### config.mk
export PLATFORM = sky130hd
export DESIGN_NAME = operand_select_stage
export DESIGN_NICKNAME = d
export VERILOG_FILES = /design/src/rtl/operand_select_stage.sv
export SDC_FILE = /design/constraint.sdc
export NUM_CORES = 1
export LEC_CHECK = 0
export ABC_AREA = 1
export ABC_CLOCK_PERIOD_IN_PS = 1550
export CELL_PAD_IN_SITES_DETAIL_PLACEMENT = 1
export CELL_PAD_IN_SITES_GLOBAL_PLACEMENT = 2
export CORE_MARGIN = 5
export CORE_UTILIZATION = 22
export CTS_CLUSTER_DIAMETER = 40
export DETAILED_ROUTE_END_ITERATION = 10
export PLACE_DENSITY_LB_ADDON = 0.1
export SETUP_SLACK_MARGIN = 0.4
export SLEW_MARGIN = 5
export SYNTH_ARGS = -nofsm -noshare
export SYNTH_HDL_FRONTEND = slang
export SYNTH_SLANG_ARGS = --single-unit
### constraint.sdc
create_clock -name clk -period 1.55 [get_ports clk]
set_clock_uncertainty 0.1 [all_clocks]
set_input_delay 0.155 -clock clk [delete_from_list [all_inputs] [get_ports clk]]
set_output_delay 0.155 -clock clk [all_outputs]
set_load 0.01 [all_outputs]
### src/rtl/operand_select_stage.sv
// Operand select stage: per-bit choice between two candidate A/B pairs, registered through a 2-entry skid buffer.
// Latency: 1 cycle from accept to out_valid when the main register is empty or emitting.
// Backpressure: in_ready = ~skid_valid, a register-derived signal with no combinational path from out_ready.
// Optional feature: define OPSEL_STATS_EN to count accepted beats with in_sel=1 (saturating, clearable).
module operand_select_stage #(
    parameter int                 WIDTH     = 4,
    parameter logic [WIDTH-1:0]   SEL_INV_A = '0,
    parameter logic [WIDTH-1:0]   SEL_INV_B = '0,
    parameter int                 CNT_WIDTH = 16
) (
    input  logic                 clk,
    input  logic                 rst,
    input  logic                 in_valid,
    output logic                 in_ready,
    input  logic                 in_sel,
    input  logic [WIDTH-1:0]     in_a0,
    input  logic [WIDTH-1:0]     in_b0,
    input  logic [WIDTH-1:0]     in_a1,
    input  logic [WIDTH-1:0]     in_b1,
    output logic                 out_valid,
    input  logic                 out_ready,
    output logic [WIDTH-1:0]     out_a,
    output logic [WIDTH-1:0]     out_b,
    output logic                 out_sel,
    input  logic                 stat_clr,
    output logic [CNT_WIDTH-1:0] stat_sel1_cnt
);

    // Main register feeds the outputs; skid register absorbs the one beat
    // that can arrive while main is stalled.
    logic             main_valid;
    logic [WIDTH-1:0] main_a;
    logic [WIDTH-1:0] main_b;
    logic             main_sel;
    logic             skid_valid;
    logic [WIDTH-1:0] skid_a;
    logic [WIDTH-1:0] skid_b;
    logic             skid_sel;

    logic [WIDTH-1:0] sel_mask_a;
    logic [WIDTH-1:0] sel_mask_b;
    logic [WIDTH-1:0] pick_a;
    logic [WIDTH-1:0] pick_b;
    logic             accept;
    logic             emit;

    // Per-bit effective select: the beat select, flipped where the mask bit is set.
    always_comb begin
        sel_mask_a = {WIDTH{in_sel}} ^ SEL_INV_A;
        sel_mask_b = {WIDTH{in_sel}} ^ SEL_INV_B;
        pick_a     = (in_a1 & sel_mask_a) | (in_a0 & ~sel_mask_a);
        pick_b     = (in_b1 & sel_mask_b) | (in_b0 & ~sel_mask_b);
    end

    // Handshake terms; nothing is accepted while reset is asserted.
    assign in_ready  = ~skid_valid;
    assign accept    = in_valid & ~skid_valid & ~rst;
    assign emit      = main_valid & out_ready;

    assign out_valid = main_valid;
    assign out_a     = main_a;
    assign out_b     = main_b;
    assign out_sel   = main_sel;

    // Skid-buffer state update: refill main from skid first (preserves order),
    // otherwise from the input; park the input in skid only when main stalls.
    always_ff @(posedge clk) begin
        if (rst) begin
            main_valid <= 1'b0;
            main_a     <= '0;
            main_b     <= '0;
            main_sel   <= 1'b0;
            skid_valid <= 1'b0;
            skid_a     <= '0;
            skid_b     <= '0;
            skid_sel   <= 1'b0;
        end else if (!main_valid || emit) begin
            if (skid_valid) begin
                // in_ready is low here, so no new beat competes for main.
                main_valid <= 1'b1;
                main_a     <= skid_a;
                main_b     <= skid_b;
                main_sel   <= skid_sel;
                skid_valid <= 1'b0;
            end else if (accept) begin
                main_valid <= 1'b1;
                main_a     <= pick_a;
                main_b     <= pick_b;
                main_sel   <= in_sel;
            end else begin
                // Data is left in place; only the valid flag drops.
                main_valid <= 1'b0;
            end
        end else if (accept) begin
            skid_valid <= 1'b1;
            skid_a     <= pick_a;
            skid_b     <= pick_b;
            skid_sel   <= in_sel;
        end
    end

`ifdef OPSEL_STATS_EN
    localparam logic [CNT_WIDTH-1:0] CNT_ONE = 1;
    logic [CNT_WIDTH-1:0] sel1_cnt;

    // Saturating count of accepted sel=1 beats; clear wins over increment.
    always_ff @(posedge clk) begin
        if (rst) begin
            sel1_cnt <= '0;
        end else if (stat_clr) begin
            sel1_cnt <= '0;
        end else if (accept && in_sel && !(&sel1_cnt)) begin
            sel1_cnt <= sel1_cnt + CNT_ONE;
        end
    end

    assign stat_sel1_cnt = sel1_cnt;
`else
    // Statistics disabled: the port stays for a stable interface, tied to zero.
    logic unused_stat_clr;
    assign unused_stat_clr = stat_clr;
    assign stat_sel1_cnt   = '0;
`endif

endmodule

==> results of run 1 <==
==> cell families (layout without fill, tap and decap cells) <==
| group | Yosys count | in the layout | share of synthesized area (%) |
|---|---|---|---|
| simple gates | 107 | 110 | 40.8 |
| buf+inv | 37 | 66 | 17.8 |
| flops | 20 | 20 | 31.7 |
| compound gates | 18 | 18 | 9.50 |
| other cells | 1 | 16 | 0.296 |
==> through the flow <==
stage          power, mW  util [%]  instance area [um2]  cells
3_3_place_gp       0.841      28.7                 1590    283
5_1_grt             1.52      37.5                 2080    302
6_report            1.44      37.5                 2080    302
3_5_place_dp       0.848      28.7                 1590    283
2_1_floorplan      0.752         -                 1320    198
4_1_cts             1.43      34.3                 1900    299
==> layer usage <==
layer  vias to the layer above  GRT usage (%)  part of all wire (%)
met5                         -              0                     0
met4                         0           3.02                     0
met3                         0           2.11                   3.2
met2                        33           21.4                    52
met1                       588           13.2                    44
li1                        632              -                     -
==> worst max path at each step <==
stage / depth (start not counted) / endpoint / start
after global routing: 7 / skid_sel / out_valid
after floorplan: 6 / out_a[0] / skid_valid
final: 7 / skid_sel / out_valid
after global placement: 6 / skid_b[3] / in_valid
after CTS: 2 / in_ready / skid_valid
after detailed placement: 6 / skid_a[1] / in_valid
==> cell type report <==
cell class | count | area share (%)
multi-input cells | 144 | 44.3
repair buffers | 48 | 25.2
flip-flops and latches | 20 | 19.6
well taps | 72 | 4.33
inverters | 14 | 3.13
clock buffers | 3 | 1.99
clock inverters | 1 | 1.44
==> sequential cells by signal, indices dropped and copies added (netlist names) <==
| register | cells |
|---|---|
| out_valid | 1 |
| out_b | 4 |
| skid_valid | 1 |
| skid_b | 4 |
| skid_a | 4 |
| skid_sel | 1 |
| out_a | 4 |
| out_sel | 1 |
==> critical path, delay by kind of cell, from the launching register on <==
| kind | cells | cell delay [ns] |
|---|---|---|
| simple gates | 5 | 0.48 |
| flops | 1 | 0.38 |
| buf+inv | 2 | 0.20 |
==> power by group through the flow <==
| stage | clock, mW | combinational, mW | sequential (mW) |
|---|---|---|---|
| 5_1_grt | 0.576 | 0.391 | 0.552 |
| 3_3_place_gp | 0 | 0.282 | 0.559 |
| 3_5_place_dp | 0 | 0.286 | 0.561 |
| 2_1_floorplan | 0 | 0.182 | 0.569 |
| 6_report | 0.536 | 0.360 | 0.549 |
| 4_1_cts | 0.555 | 0.330 | 0.550 |
==> cell usage in the layout (no fill, tap or decap), types with 2 or more instances in the layout <==
master,netlist,routed
buf_12,1,5
clkdlybuf4s15_1,0,5
nand2_8,2,6
nand3_2,0,4
conb_1,1,16
nor2_4,2,7
or2_1,8,4
inv_1,11,9
a21oi_2,8,2
or2_4,0,4
clkdlybuf4s50_1,0,16
nand2_1,47,43
a21oi_4,0,7
clkbuf_8,0,3
buf_4,17,7
dlygate4sd2_1,0,2
dlymetal6s2s_1,0,4
inv_2,2,2
a21oi_1,9,8
clkbuf_2,0,3
inv_4,1,2
buf_6,0,3
nand3_1,17,13
nand2_4,1,2
nor2_1,23,13
nand2_2,0,2
dfxtp_1,20,18
nor2_2,7,12
dfxtp_4,0,2
==> repair_timing <==
item | CTS | global route
setup endpoints to repair | 29 | 28
buffers inserted | 8 | 2
cloned | 4 | 1
pin swaps | 8 | 21
gates resized for setup | 35 | 48
==> flow_metrics.tcl, run 1 <==
set metrics [dict create \
    multiInputGateArea_um2 921 \
    dieWidth_um 85.8 \
    finalHoldViolations 0 \
    status "finished clean" \
    routed_wl_um 4350 \
    portBuffers 31 \
    synth_most_common_cell "nand2_1" \
    cp.arrival_ns 1.32 \
    die_area_um2 7370 \
    synth_top_area_cell "dfxtp_1" \
    drt_iter0_drc 35 \
    grt_max_degree 19 \
    grt_pass1_wl_um 6510 \
    antenna_found_initial 0 \
    die_y_um 85.8 \
    startpoint_type "register" \
    yosysWarnings 0 \
    drt.antenna.violating_nets 0 \
    synth_edf_count 0 \
    avgSynthCellArea_um2 6.91 \
    avgRoutedWirePerCell_um 14.4 \
    seqPwrFrac_pct 38.0 \
    drc 0 \
    pwr-share-comb_pct 24.9 \
    power.internal_mw 1.04 \
    clock-root-buffer "clkbuf_8" \
    nets 253 \
    core-area_um2 5540 \
    yosys.area.top_type_share_pct 31.7 \
    dp_hpwl_um 2680 \
    synth_seq_cells 20 \
    crit_path_cell_trace "inv_2, nor2_4, nand2_2, nor2_4, buf_12, nor2_1, nor2_1" \
    synthTopCellsByArea "dfxtp_1, nand2_1, buf_4, nor2_1, nand3_1" \
    cts_htree_levels 1 \
    postSynth.asyncResetShare_pct 0 \
    worstReg2RegStart "out_valid" \
    viasPerCell 4.15 \
    netlist_area_um2 1260 \
    rsz0062_at_grt "true" \
    period_share_pct 78.7 \
    fin_tns_setup_ns 0 \
    num_vias 1253 \
    cts_hold_buf 0 \
    numCtsBuffers 3 \
    synth_cells 183 \
    insertedDiodeCount 0 \
    cpMaxStageDelayCell "dfxtp_4" \
    path_max_fanout 5 \
    worst_path_largest_cell_delay_ns 0.38 \
    fin_ws_ns 0.330 \
    rr_worst_depth 7 \
    leakagePower_nw 0.910 \
    period_needed_ns 1.22 \
    hold_path.startpoint "rst" \
    worst_setup_path_end_kind "register" \
    clock_latency_ns 0.26 \
    hp-class "in2reg" \
    gp_congestion 0.695 \
    clkPwrFrac_pct 37.1 \
    holdWs_ns 0.136 \
    crit_type "reg2reg" \
    cts.clk_slew.worst_paths_ns 0.08 \
    ir_worst_vdd_uv 351 \
    drv_cap 0 \
    final_max_slew_viol_count 0 \
    reg2reg_to "skid_sel" \
    finalSetupViolations 0 \
    hold_end "out_valid" \
    ys_seq_area_share_pct 31.7 \
    groute.usage.overall_pct 11.4 \
    cts_buffer_depth 2 \
    rows 27 \
    synth_common_cells "nand2_1, nor2_1, dfxtp_1, buf_4, nand3_1" \
    grt_pass1_vias 1266 \
    io_pins 49 \
    critPathRequiredTime_ns 1.65 \
    fillerInstances 686 \
    synthFlopType "dfxtp_1" \
    cts.sinks 20 \
    drive_gt1_share_pct 33.9 \
    switchingPower_mw 0.403 \
    dr.pass1.iters 4 \
    r2r_slack_ns 0.33 \
    cellPowerDensity_nw_per_um2 695 \
    sw_frac_of_total_pct 27.9 \
    initial_core_util_pct 22.8 \
    overflow 0 \
    whs_path_depth 3 \
    dp_slack_ns 0.00117 \
    synth_cell_type_count 21 \
    final-seq-area_um2 408 \
    cts_tree "done" \
    area_delta_synth_final_pct 64.3 \
    max_freq_mhz 820 \
]
No activity file was read; power rests on OpenSTA's default activity.
==> run 2, diff against run 1 <==
ABC_CLOCK_PERIOD_IN_PS = 1100   (was 1550)
CORE_UTILIZATION = 20   (was 22)
clock period = 1.1 ns   (was 1.55 ns; I/O delays follow)
==> flow_metrics.tcl, run 2 (synthesis results as in run 1) <==
set metrics [dict create \
    status "finished with violations" \
    violations "negative setup slack" \
    cts_buffer_depth 2 \
    path_max_fanout 5 \
    cts.sinks 20 \
    overflow 0 \
    antenna_found_initial 0 \
    num_vias 1263 \
    drc 0 \
    period_share_pct 107 \
    dp_hpwl_um 2750 \
    die_y_um 89.5 \
    initial_core_util_pct 20.3 \
    die_area_um2 8020 \
    finish.utilization_pct 32.6 \
    insertedDiodeCount 0 \
    portBuffers 31 \
    clock-root-buffer "clkbuf_8" \
    area_delta_synth_final_pct 60.8 \
    final_cell_mix "nand2_1, nor2_1, buf_6, clkdlybuf4s50_1, conb_1" \
    worst_setup_path_end_kind "register" \
    drv_cap 0 \
    cp.arrival_ns 1.25 \
    drt.antenna.violating_nets 0 \
    r2r_slack_ns -0.08 \
    nets 259 \
    layout_commonest_cell "nand2_1" \
    dieWidth_um 89.5 \
    grt_max_degree 19 \
    ir_worst_vdd_uv 360 \
    finalHoldViolations 0 \
    hp-class "in2reg" \
    leakagePower_nw 0.888 \
    final_max_slew_viol_count 0 \
    grt_pass1_wl_um 6950 \
    finalSetupViolations 21 \
    dr.pass1.iters 4 \
    clock_latency_ns 0.26 \
    cts_tree "done" \
    startpoint_type "register" \
    final-seq-area_um2 418 \
    core-area_um2 6240 \
    rsz0062_at_grt "true" \
    seqPwrFrac_pct 43.8 \
    numCtsBuffers 3 \
    sw_frac_of_total_pct 30.9 \
    avgRoutedWirePerCell_um 13.8 \
    critPathRequiredTime_ns 1.17 \
    fin_ws_ns -0.0799 \
    fillerInstances 778 \
    dp_slack_ns -0.386 \
    clkPwrFrac_pct 28.3 \
    grt_pass1_vias 1397 \
    viasPerCell 4.05 \
    holdWs_ns 0.193 \
    cts_hold_buf 0 \
    multiInputGateArea_um2 873 \
    drive_gt1_share_pct 41.7 \
    drt_iter0_drc 25 \
    gp_congestion 0.702 \
    switchingPower_mw 0.554 \
    period_needed_ns 1.18 \
    power.internal_mw 1.24 \
    cts_htree_levels 1 \
    max_freq_mhz 848 \
    cellPowerDensity_nw_per_um2 880 \
    io_pins 49 \
    routed_wl_um 4310 \
    pwr-share-comb_pct 27.9 \
    groute.usage.overall_pct 11.4 \
    crit_type "reg2reg" \
    rows 29 \
    cts.clk_slew.worst_paths_ns 0.08 \
]
==> run 2: cell types whose count changed in the layout (fill, tap and decap cells not counted), sizes merged <==
cell,before,now
buf,15,33
clkbuf,8,3
clkdlybuf4s15,6,1
dlymetal6s2s,4,2
bufinv,1,0
clkdlybuf4s50,16,17
dlygate4sd2,2,1
==> run 2: final timing paths <==
path                                 start          to  depth (start not counted)
worst min register to register   skid_a[0]   skid_a[0]                          2
worst min-delay path             out_ready  skid_valid                          4
worst max-delay path            skid_valid    out_a[2]                          6
worst max register to register  skid_valid    out_a[2]                          6
==> run 2: metrics by stage <==
step	std cells	power [mW]	TNS, ns	cell area (um2)
finish	312	1.79	-0.867	2030
detailed placement	291	1.21	-6.76	1650
CTS	305	1.80	-0.917	1900
floorplan	198	1.07	0	1370
global placement	291	1.20	-6.52	1650
global route	312	1.90	-2.07	2030
==> run 2: repair_timing <==
| action | CTS | global route |
|---|---|---|
| gates cloned | 3 | 0 |
| pin swaps | 10 | 15 |
| setup buffers | 8 | 7 |
| gates resized for setup | 85 | 24 |
| endpoints found under the setup margin | 31 | 31 |
==> run 2: area by class of cell <==
type / count / share of cell area (%)
Clock buffer: 3 / 2.03
Inverter: 14 / 3.32
Multi-Input combinational cell: 144 / 42.9
Sequential cell: 20 / 20.5
Tap cell: 77 / 4.74
Timing Repair Buffer: 54 / 26.4
==> run 2: per-layer routing <==
| metal | GRT usage (%) | wire length (um) | vias up |
|---|---|---|---|
| met3 | 1.47 | 170 | 4 |
| met5 | 0 | 0 | - |
| met1 | 13.1 | 1800 | 593 |
| li1 | - | - | 641 |
| met2 | 21.3 | 2290 | 25 |
| met4 | 4.33 | 51 | 0 |
==> run 2: critical path, stage by stage (launching register included) <==
cell and delay, ns:
dfxtp_4 0.38, inv_8 0.04, buf_6 0.12, nand2_8 0.13, nand2_8 0.10, a21oi_4 0.14
nor2_2 0.05
==> run 2: power groups by stage <==
stage               combinational (mW)  clock (mW)  sequential, mW
CTS                              0.479       0.540           0.785
global placement                 0.409           0           0.791
floorplan                        0.266           0           0.803
global route                     0.555       0.554           0.789
detailed placement               0.414           0           0.792
finish                           0.499       0.507           0.784
